## src/rtl/dog_extrema_detector.sv

```systemverilog
// Scans interior pixels of the middle DoG scale and records strict 3x3x3 extrema
// that clear the contrast threshold into a keypoint BRAM as {x,y}.
module dog_extrema_detector #(
  parameter  int DIMENSION   = 64,
  parameter  int CONTRAST_TH = 8,
  parameter  int MAX_KP      = 256,
  localparam int AW = $clog2(DIMENSION*DIMENSION),
  localparam int KW = $clog2(MAX_KP),
  localparam int CW = $clog2(DIMENSION)
) (
  input  logic            clk,
  input  logic            rst_in,
  input  logic            start,
  input  logic [8:0]      below_pix,
  input  logic [8:0]      mid_pix,
  input  logic [8:0]      above_pix,
  output logic [AW-1:0]   dog_addr,
  output logic [KW-1:0]   kp_addr,
  output logic [2*CW-1:0] kp_data,
  output logic            kp_wea,
  output logic [KW:0]     kp_count,
  output logic            busy,
  output logic            done,
  output logic            overflow
);

  typedef enum logic [1:0] {IDLE, FETCH, EVAL, DONE} state_t;

  state_t              state, state_next;
  logic                start_q;
  logic [3:0]          k;
  logic [CW-1:0]       x, y;
  logic signed [8:0]   c;
  logic                is_max, is_min;

  logic                start_edge, last_col, last_px;
  logic signed [8:0]   bp, mp, ap, ref_c;
  logic                max_ok, min_ok;
  logic signed [9:0]   c_ext;
  logic [9:0]          c_mag;
  logic                hit, full;
  int                  dx, dy;

  assign start_edge = start & ~start_q;
  assign last_col   = (x == CW'(DIMENSION-2));
  assign last_px    = last_col && (y == CW'(DIMENSION-2));

  // At k=2 the center arrives on mid_pix, so compare against it directly
  // and skip the mid input (it is the center itself).
  always_comb begin
    bp     = $signed(below_pix);
    mp     = $signed(mid_pix);
    ap     = $signed(above_pix);
    ref_c  = (k == 4'd2) ? mp : c;
    max_ok = (bp < ref_c) && (ap < ref_c) && ((k == 4'd2) || (mp < ref_c));
    min_ok = (bp > ref_c) && (ap > ref_c) && ((k == 4'd2) || (mp > ref_c));
  end

  always_comb begin
    c_ext = {c[8], c};
    c_mag = c_ext[9] ? 10'(-c_ext) : 10'(c_ext);
    hit   = (is_max || is_min) && (c_mag >= 10'(CONTRAST_TH));
    full  = (kp_count >= (KW+1)'(MAX_KP));
  end

  always_comb begin
    dx = 0;
    dy = 0;
    case (k)
      4'd1: begin dx = -1; dy = -1; end
      4'd2: begin dx =  0; dy = -1; end
      4'd3: begin dx =  1; dy = -1; end
      4'd4: begin dx = -1; dy =  0; end
      4'd5: begin dx =  1; dy =  0; end
      4'd6: begin dx = -1; dy =  1; end
      4'd7: begin dx =  0; dy =  1; end
      4'd8: begin dx =  1; dy =  1; end
      default: ;
    endcase
    dog_addr = '0;
    if (state == FETCH && k <= 4'd8)
      dog_addr = AW'((int'(y) + dy) * DIMENSION + int'(x) + dx);
  end

  always_comb begin
    state_next = state;
    case (state)
      IDLE:    if (start_edge) state_next = FETCH;
      FETCH:   if (k == 4'd10) state_next = EVAL;
      EVAL:    state_next = last_px ? DONE : FETCH;
      DONE:    state_next = IDLE;
      default: state_next = IDLE;
    endcase
  end

  always_comb begin
    busy    = (state == FETCH) || (state == EVAL);
    done    = (state == DONE);
    kp_wea  = (state == EVAL) && hit && !full;
    kp_addr = kp_count[KW-1:0];
    kp_data = kp_wea ? {x, y} : '0;
  end

  always_ff @(posedge clk or posedge rst_in) begin
    if (rst_in) begin
      state    <= IDLE;
      start_q  <= 1'b0;
      k        <= '0;
      x        <= '0;
      y        <= '0;
      c        <= '0;
      is_max   <= 1'b0;
      is_min   <= 1'b0;
      kp_count <= '0;
      overflow <= 1'b0;
    end else begin
      state   <= state_next;
      start_q <= start;
      case (state)
        IDLE: begin
          if (start_edge) begin
            kp_count <= '0;
            overflow <= 1'b0;
            x        <= CW'(1);
            y        <= CW'(1);
            k        <= '0;
          end
        end
        FETCH: begin
          k <= k + 4'd1;
          if (k == 4'd2) begin
            c      <= mp;
            is_max <= max_ok;
            is_min <= min_ok;
          end else if (k >= 4'd3) begin
            is_max <= is_max & max_ok;
            is_min <= is_min & min_ok;
          end
        end
        EVAL: begin
          k <= '0;
          if (kp_wea) kp_count <= kp_count + 1'b1;
          if (hit && full) overflow <= 1'b1;
          if (last_col) begin
            x <= CW'(1);
            y <= y + 1'b1;
          end else begin
            x <= x + 1'b1;
          end
        end
        default: ;
      endcase
    end
  end

endmodule

```

## config.mk

```make
export PLATFORM = sky130hd
export DESIGN_NAME = dog_extrema_detector
export DESIGN_NICKNAME = d
export VERILOG_FILES = /design/src/rtl/dog_extrema_detector.sv
export SDC_FILE = /design/constraint.sdc
export NUM_CORES = 1
export LEC_CHECK = 0
export CORE_ASPECT_RATIO = 0.9
export CORE_UTILIZATION = 41
export CTS_CLUSTER_DIAMETER = 60
export DETAILED_ROUTE_END_ITERATION = 16
export PLACE_DENSITY = 0.69
export SLEW_MARGIN = 20
export SYNTH_ARGS = -nofsm -noshare
export SYNTH_HDL_FRONTEND = slang
export SYNTH_SLANG_ARGS = --single-unit
```

## constraint.sdc

```tcl
create_clock -name clk -period 5.57 [get_ports clk]
set_input_delay 1.114 -clock clk [delete_from_list [all_inputs] [get_ports clk]]
set_output_delay 1.114 -clock clk [all_outputs]
set_load 0.05 [all_outputs]
```

==> flow_summary.yaml, run 1 <==
status:
  outcome: "completed"
hold_path:
  hold_start: "kp_count[4]"
  hold_path.class: "flip-flop to flip-flop"
yosys:
  synthCells: 449
  ys_seq_area_frac: 0.262
  synthesis.nets: 541
  avgSynthCellArea_um2: 8.50
  yosysTopAreaCell: "dfrtp_1"
  async_flop_share: 1.00
  synth.area.top_cells: "dfrtp_1 (26%), ha_1 (20%), o21ai_0 (4.6%)"
  ys_types: 54
  synth-main-ff-cell: "dfrtp_1"
  netlist_area_mm2: 0.00382
  synth_edf_count: 0
  synth_warnings: 0
  synth_top_area_frac: 0.262
  ys_seq_elements: 40
critical_path:
  critPathKind: "flip-flop to output pin"
  cp.required_ps: 4460
  crit_end: "dog_addr[11]"
  start_kind: "flip-flop"
  timing.rr.start: "k[2]"
  r2r-end: "is_min"
  r2r_setup_slack_ps: 2200
  startpoint: "k[0]"
  crit_arrival_ps: 4060
  critPathMaxFanout: 6
  cp-end-kind: "output pin"
  worstRegToRegCells: 10
timing:
  tns_ps: 0
  relSlewSlack: 0.483
  hold_viol: 0
  grt_setup_unrepaired: "no"
  timing.fmax_mhz: 193
  timing.final.crit_share: 0.929
  drv_slew: 0
  layout_min_cycle_time_ps: 5170
  worst-slew-pin-transition_ps: 773
  fin_skew_ps: 10.3
  setup_viol: 0
power:
  p_clk_frac: 0.080
  p_leak_nw: 2.20
  swShare: 0.545
  internal-power_w: 0.00106
  cellPowerDensity_mw_per_mm2: 496
  p_switching_w: 0.00127
  vdd_drop_max_uv: 199
  p_comb_frac: 0.729
  p_seq_frac: 0.191
final_layout:
  num_antenna_cells: 0
  final_cell_mix: "clkdlybuf4s50_1 (69), ha_1 (60), nor2_1 (44)"
  area_growth_pct: 23.6
  layout_commonest_cell: "clkdlybuf4s50_1"
  fillers: 843
  nNetsFinal: 608
  stdcell_area_mm2: 0.00472
  drive_above_1_share: 0.0562
cts:
  cts_buffer_depth: 2
  numClockSinks: 40
  root_buffer: "clkbuf_8"
  clkLatencyLatePin_ps: 300
  cts_tree: "built"
  clkTransAtPathRegs_ps: 80
  h-tree-depth: 2
  cts_resized: 0
  cts_buffers: 5
  ctsHoldBuffers: 0
  cts_setup_buffers: 0
detailed_routing:
  wl_per_cell_um: 14.5
  drc: 0
  antenna_left: 0
  first_pass_iters: 5
  drt_iter0_markers: 117
  num_vias: 3488
  via_per_inst: 5.47
  wirelength_um: 9220
floorplan:
  rows: 33
  dieArea_mm2: 0.00970
  die_h_um: 93.5
  start_util: 0.420
  boundaryPins: 75
  die_w_um: 104
  coreArea_mm2: 0.00908
place:
  portBuffers: 74
  gp_congestion: 0.837
  dpl_cell_area_mm2: 0.00463
  hpwlAfterDp_um: 7250
global_route:
  grt_max_degree: 41
  grt-ovfl-total: 0
  antenna_found_initial: 0
  grt_use_total: 0.195
  grt_pass1_wl_um: 15300
  grt_pass1_vias: 3199
job:
  maxCapViolCount: 0
-- layout make-up --
class | instances | area (um^2) | area share
Tap cell | 122 | 153 | 0.0324
Multi-Input combinational cell | 362 | 2600 | 0.552
Clock buffer | 5 | 68.8 | 0.0146
Timing Repair Buffer | 77 | 766 | 0.162
Clock inverter | 2 | 12.5 | 0.00265
Sequential cell | 40 | 1000 | 0.212
Inverter | 30 | 113 | 0.0239
-- worst min-delay path by stage --
stage / endpoint / depth (start not counted)
global route: is_max / 2
floorplan: x[4] / 1
CTS: kp_count[4] / 1
global placement: kp_count[4] / 1
finish: kp_count[4] / 1
detailed placement: overflow / 2
-- Yosys cell counts, drive strengths merged, types with 2 or more instances --
| cell type | instances |
|---|---|
| buf | 10 |
| nand2b | 5 |
| o31ai | 5 |
| o21a | 6 |
| inv | 30 |
| and3 | 4 |
| and2 | 10 |
| o32ai | 2 |
| o211ai | 4 |
| nand3 | 15 |
| o21ai | 35 |
| nand2 | 32 |
| dfrtp | 40 |
| a211oi | 8 |
| or3 | 4 |
| mux2i | 11 |
| o22ai | 2 |
| nor2b | 5 |
| nor2 | 45 |
| a2111oi | 2 |
| ha | 60 |
| a21o | 8 |
| clkbuf | 7 |
| a31oi | 8 |
| o21bai | 3 |
| nand4 | 9 |
| xnor2 | 11 |
| nor3 | 14 |
| a22oi | 2 |
| nor4 | 2 |
| xor2 | 6 |
| or2 | 4 |
| a21oi | 27 |
| fa | 2 |
-- stage by stage --
stage	worst slack, ps	utilization	cells	total power, W	hold WS, ps
2_1_floorplan	714	-	449	0.00171	485
3_3_place_gp	604	0.510	631	0.00209	507
3_5_place_dp	426	0.510	631	0.00214	515
4_1_cts	101	0.518	638	0.00233	529
5_1_grt	70.9	0.519	638	0.00255	562
6_report	397	0.519	638	0.00234	527
-- routing by layer --
metal  up-vias  track usage  routed length (um)
li1       1744            -                   -
met1      1642        0.258                4320
met2        92        0.339                4310
met3        10       0.0314                 508
met4         0       0.0333                  87
met5         -            0                   0
-- power by group through the flow --
stage | clock network [W] | registers [W] | logic, W
after global placement | 0 | 0.000444 | 0.00164
after CTS | 0.000189 | 0.000445 | 0.00170
after floorplan | 0 | 0.000431 | 0.00128
after detailed placement | 0 | 0.000450 | 0.00169
after global routing | 0.000201 | 0.000458 | 0.00189
final | 0.000186 | 0.000448 | 0.00170
-- critical path, stage by stage, from the launching register on --
cell and delay, ps:
dfrtp_1 440, inv_1 110, ha_1 240, or2_2 340, o21ai_0 390, inv_1 190
ha_1 340, a21o_1 180, a21oi_1 170, xnor2_1 90, ha_1 180, or3_1 350
a31oi_1 180, o21ai_0 120, xnor2_1 150, nor2_1 90, buf_4 210
-- logic make-up (layout without fill, tap and decap cells) --
family / after synthesis / after routing / share of synthesized area
simple gates: 156 / 156 / 0.212
compound gates: 115 / 115 / 0.192
mux: 12 / 12 / 0.0318
fa+ha+maj: 62 / 62 / 0.207
buf+inv: 47 / 114 / 0.0554
flops: 40 / 40 / 0.262
xor+xnor: 17 / 17 / 0.0390
-- state kept, by name, indices dropped and copies added, names as in the netlist --
name	count
c	9
kp_count	9
x	6
y	6
k	4
state	2
is_max	1
is_min	1
overflow	1
start_q	1
Note: power is estimated with default switching activity, not from simulation.
==> run 2: changes to the inputs <==
==> constraint.sdc (replaced) <==
create_clock -name clk -period 5.57 [get_ports clk]
set_input_delay 0.557 -clock clk [delete_from_list [all_inputs] [get_ports clk]]
set_output_delay 0.557 -clock clk [all_outputs]
set_load 0.05 [all_outputs]
==> run 2 against run 1 <==
Sequential cell count is the same. Clock skew shrank 1.7 ps. Clock-buffer cell count is the same. Global-route usage grew 0.29 points. Cell count is the same. Hold slack lost 6.2 ps. Maximum frequency grew 1.3%. Sequential power is essentially flat. Total power grew 0.66%. Cell area is essentially flat. Non-clock buffer count is the same. First-iteration DRC count grew 6.0%. Largest cell class unchanged. Highest routed layer unchanged.
==> flow_summary.yaml, run 2 (synthesis gave the netlist of run 1 again) <==
place:
  placedCellCount: 631
  dpl_worst_slack_ps: 711
  portBuffers: 74
  hpwlAfterDp_um: 7320
  gp_congestion: 0.840
critical_path:
  cp_num_buf_inv: 4
  cp_slowest_cell: "clkdlybuf4s50_1"
  worstPathCellList: "inv_1 > ha_1 > inv_1 > o21ai_0 > o21ai_0 > nand2_1 > ha_1 > inv_1 > fa_1 > xnor2_1 > ha_1 > o21ai_0 > nand2b_1 > a31oi_1 > o21ai_0 > xnor2_1 > nor2_1 > clkdlybuf4s50_1"
  critPathMaxFanout: 6
  cp-end-kind: "output pin"
  path_common_cell: "o21ai_0"
  crit_path_max_incr_delay_ps: 820
  cp_top_family: "adder cells"
  crit_arrival_ps: 4550
  cp.required_ps: 5010
  critPathKind: "flip-flop to output pin"
  start_kind: "flip-flop"
  r2r_setup_slack_ps: 2160
final_layout:
  largestRegisters: "c (9), kp_count (9)"
  nNetsFinal: 608
  final_cell_mix: "clkdlybuf4s50_1 (74), ha_1 (60), nor2_1 (44)"
  drive_above_1_share: 0.0523
  stdcell_count: 638
  fillers: 857
  area_growth_pct: 23.5
  layout_commonest_cell: "clkdlybuf4s50_1"
  num_antenna_cells: 0
cts:
  numClockSinks: 40
  ctsHoldBuffers: 0
  cts_tree: "built"
  clkLatencyLatePin_ps: 300
  cts_resized: 0
  root_buffer: "clkbuf_8"
  cts_setup_buffers: 0
  cts_buffer_depth: 2
  cts_buffers: 5
  clkTransAtPathRegs_ps: 80
  h-tree-depth: 2
hold_path:
  hold_path.class: "flip-flop to flip-flop"
detailed_routing:
  via_per_inst: 5.39
  drt_iter0_markers: 124
  drc: 0
  antenna_left: 0
  num_vias: 3442
  wirelength_um: 9290
  first_pass_iters: 4
  wl_per_cell_um: 14.6
floorplan:
  start_util: 0.420
  die_w_um: 104
  die_h_um: 93.5
  dieArea_mm2: 0.00970
  rows: 33
  boundaryPins: 75
  coreArea_mm2: 0.00908
timing:
  timing.final.crit_share: 0.917
  relSlewSlack: 0.475
  timing.fmax_mhz: 196
  grt_setup_unrepaired: "no"
  worst-slew-pin-transition_ps: 784
  tns_ps: 0
  hold_viol: 0
  setup_viol: 0
  drv_slew: 0
  fin_skew_ps: 8.56
  layout_min_cycle_time_ps: 5110
  setup_slack_ps: 463
job:
  maxCapViolCount: 0
global_route:
  grt_pass1_vias: 3311
  grt_max_degree: 41
  antenna_found_initial: 0
  grt_use_total: 0.197
  grt-ovfl-total: 0
  grt_pass1_wl_um: 15600
power:
  p_leak_nw: 2.15
  cellPowerDensity_mw_per_mm2: 499
  vdd_drop_max_uv: 201
status:
  outcome: "completed"
## run 2: cell count changes in the layout (fill, tap and decap cells not counted)
cell and change:
dlymetal6s2s_1 -3, clkdlybuf4s50_1 +5, o21ai_1 +1, o21ai_0 -1
buf_4 -2
## run 2: final cells by class
type                            count  area (um^2)  share of cell area
Timing Repair Buffer               77          763               0.162
Clock inverter                      2         12.5             0.00265
Sequential cell                    40         1000               0.212
Tap cell                          122          153              0.0324
Inverter                           30          113              0.0239
Multi-Input combinational cell    362         2600               0.552
Clock buffer                        5         68.8              0.0146
## run 2: worst paths after layout
kind / from / endpoint / cells past startpoint
max: k[0] / dog_addr[11] / 18
max in group asynchronous: rst_in / x[5] / 3
min reg2reg: kp_count[4] / kp_count[4] / 1
min in group asynchronous: rst_in / c[0] / 3
min: kp_count[4] / kp_count[4] / 1
max reg2reg: k[0] / is_min / 11
## run 2: layer usage
metal,global-route usage,vias up,wire (um)
li1,-,1724,-
met2,0.346,69,4360
met3,0.0286,10,288
met4,0.0500,0,87
met1,0.257,1639,4560
met5,0,-,0
## run 2: per-stage QoR
stage               instance area, um^2  total power, W  hold slack (ps)  utilization
finish                             4710         0.00235              521        0.519
global route                       4710         0.00257              569        0.519
CTS                                4710         0.00234              525        0.519
detailed placement                 4630         0.00215              516        0.510
global placement                   4630         0.00209              508        0.510
floorplan                          3820         0.00171              485            -
## run 2: power breakdown
group	switching [W]	internal [W]
clock network	0.000103	0.0000848
logic	0.00109	0.000626
registers	0.0000906	0.000357
==> run 3: changes to the inputs <==
--- a/config.mk
+++ b/config.mk
@@ -7,6 +7,7 @@
 export LEC_CHECK = 0
 export CORE_ASPECT_RATIO = 0.9
 export CORE_UTILIZATION = 41
+export CTS_BUF_LIST = sky130_fd_sc_hd__clkbuf_8
 export CTS_CLUSTER_DIAMETER = 60
 export DETAILED_ROUTE_END_ITERATION = 16
 export PLACE_DENSITY = 0.69
==> results of run 3 <==
Final layout, timing and power as in run 2 (identical DEF).
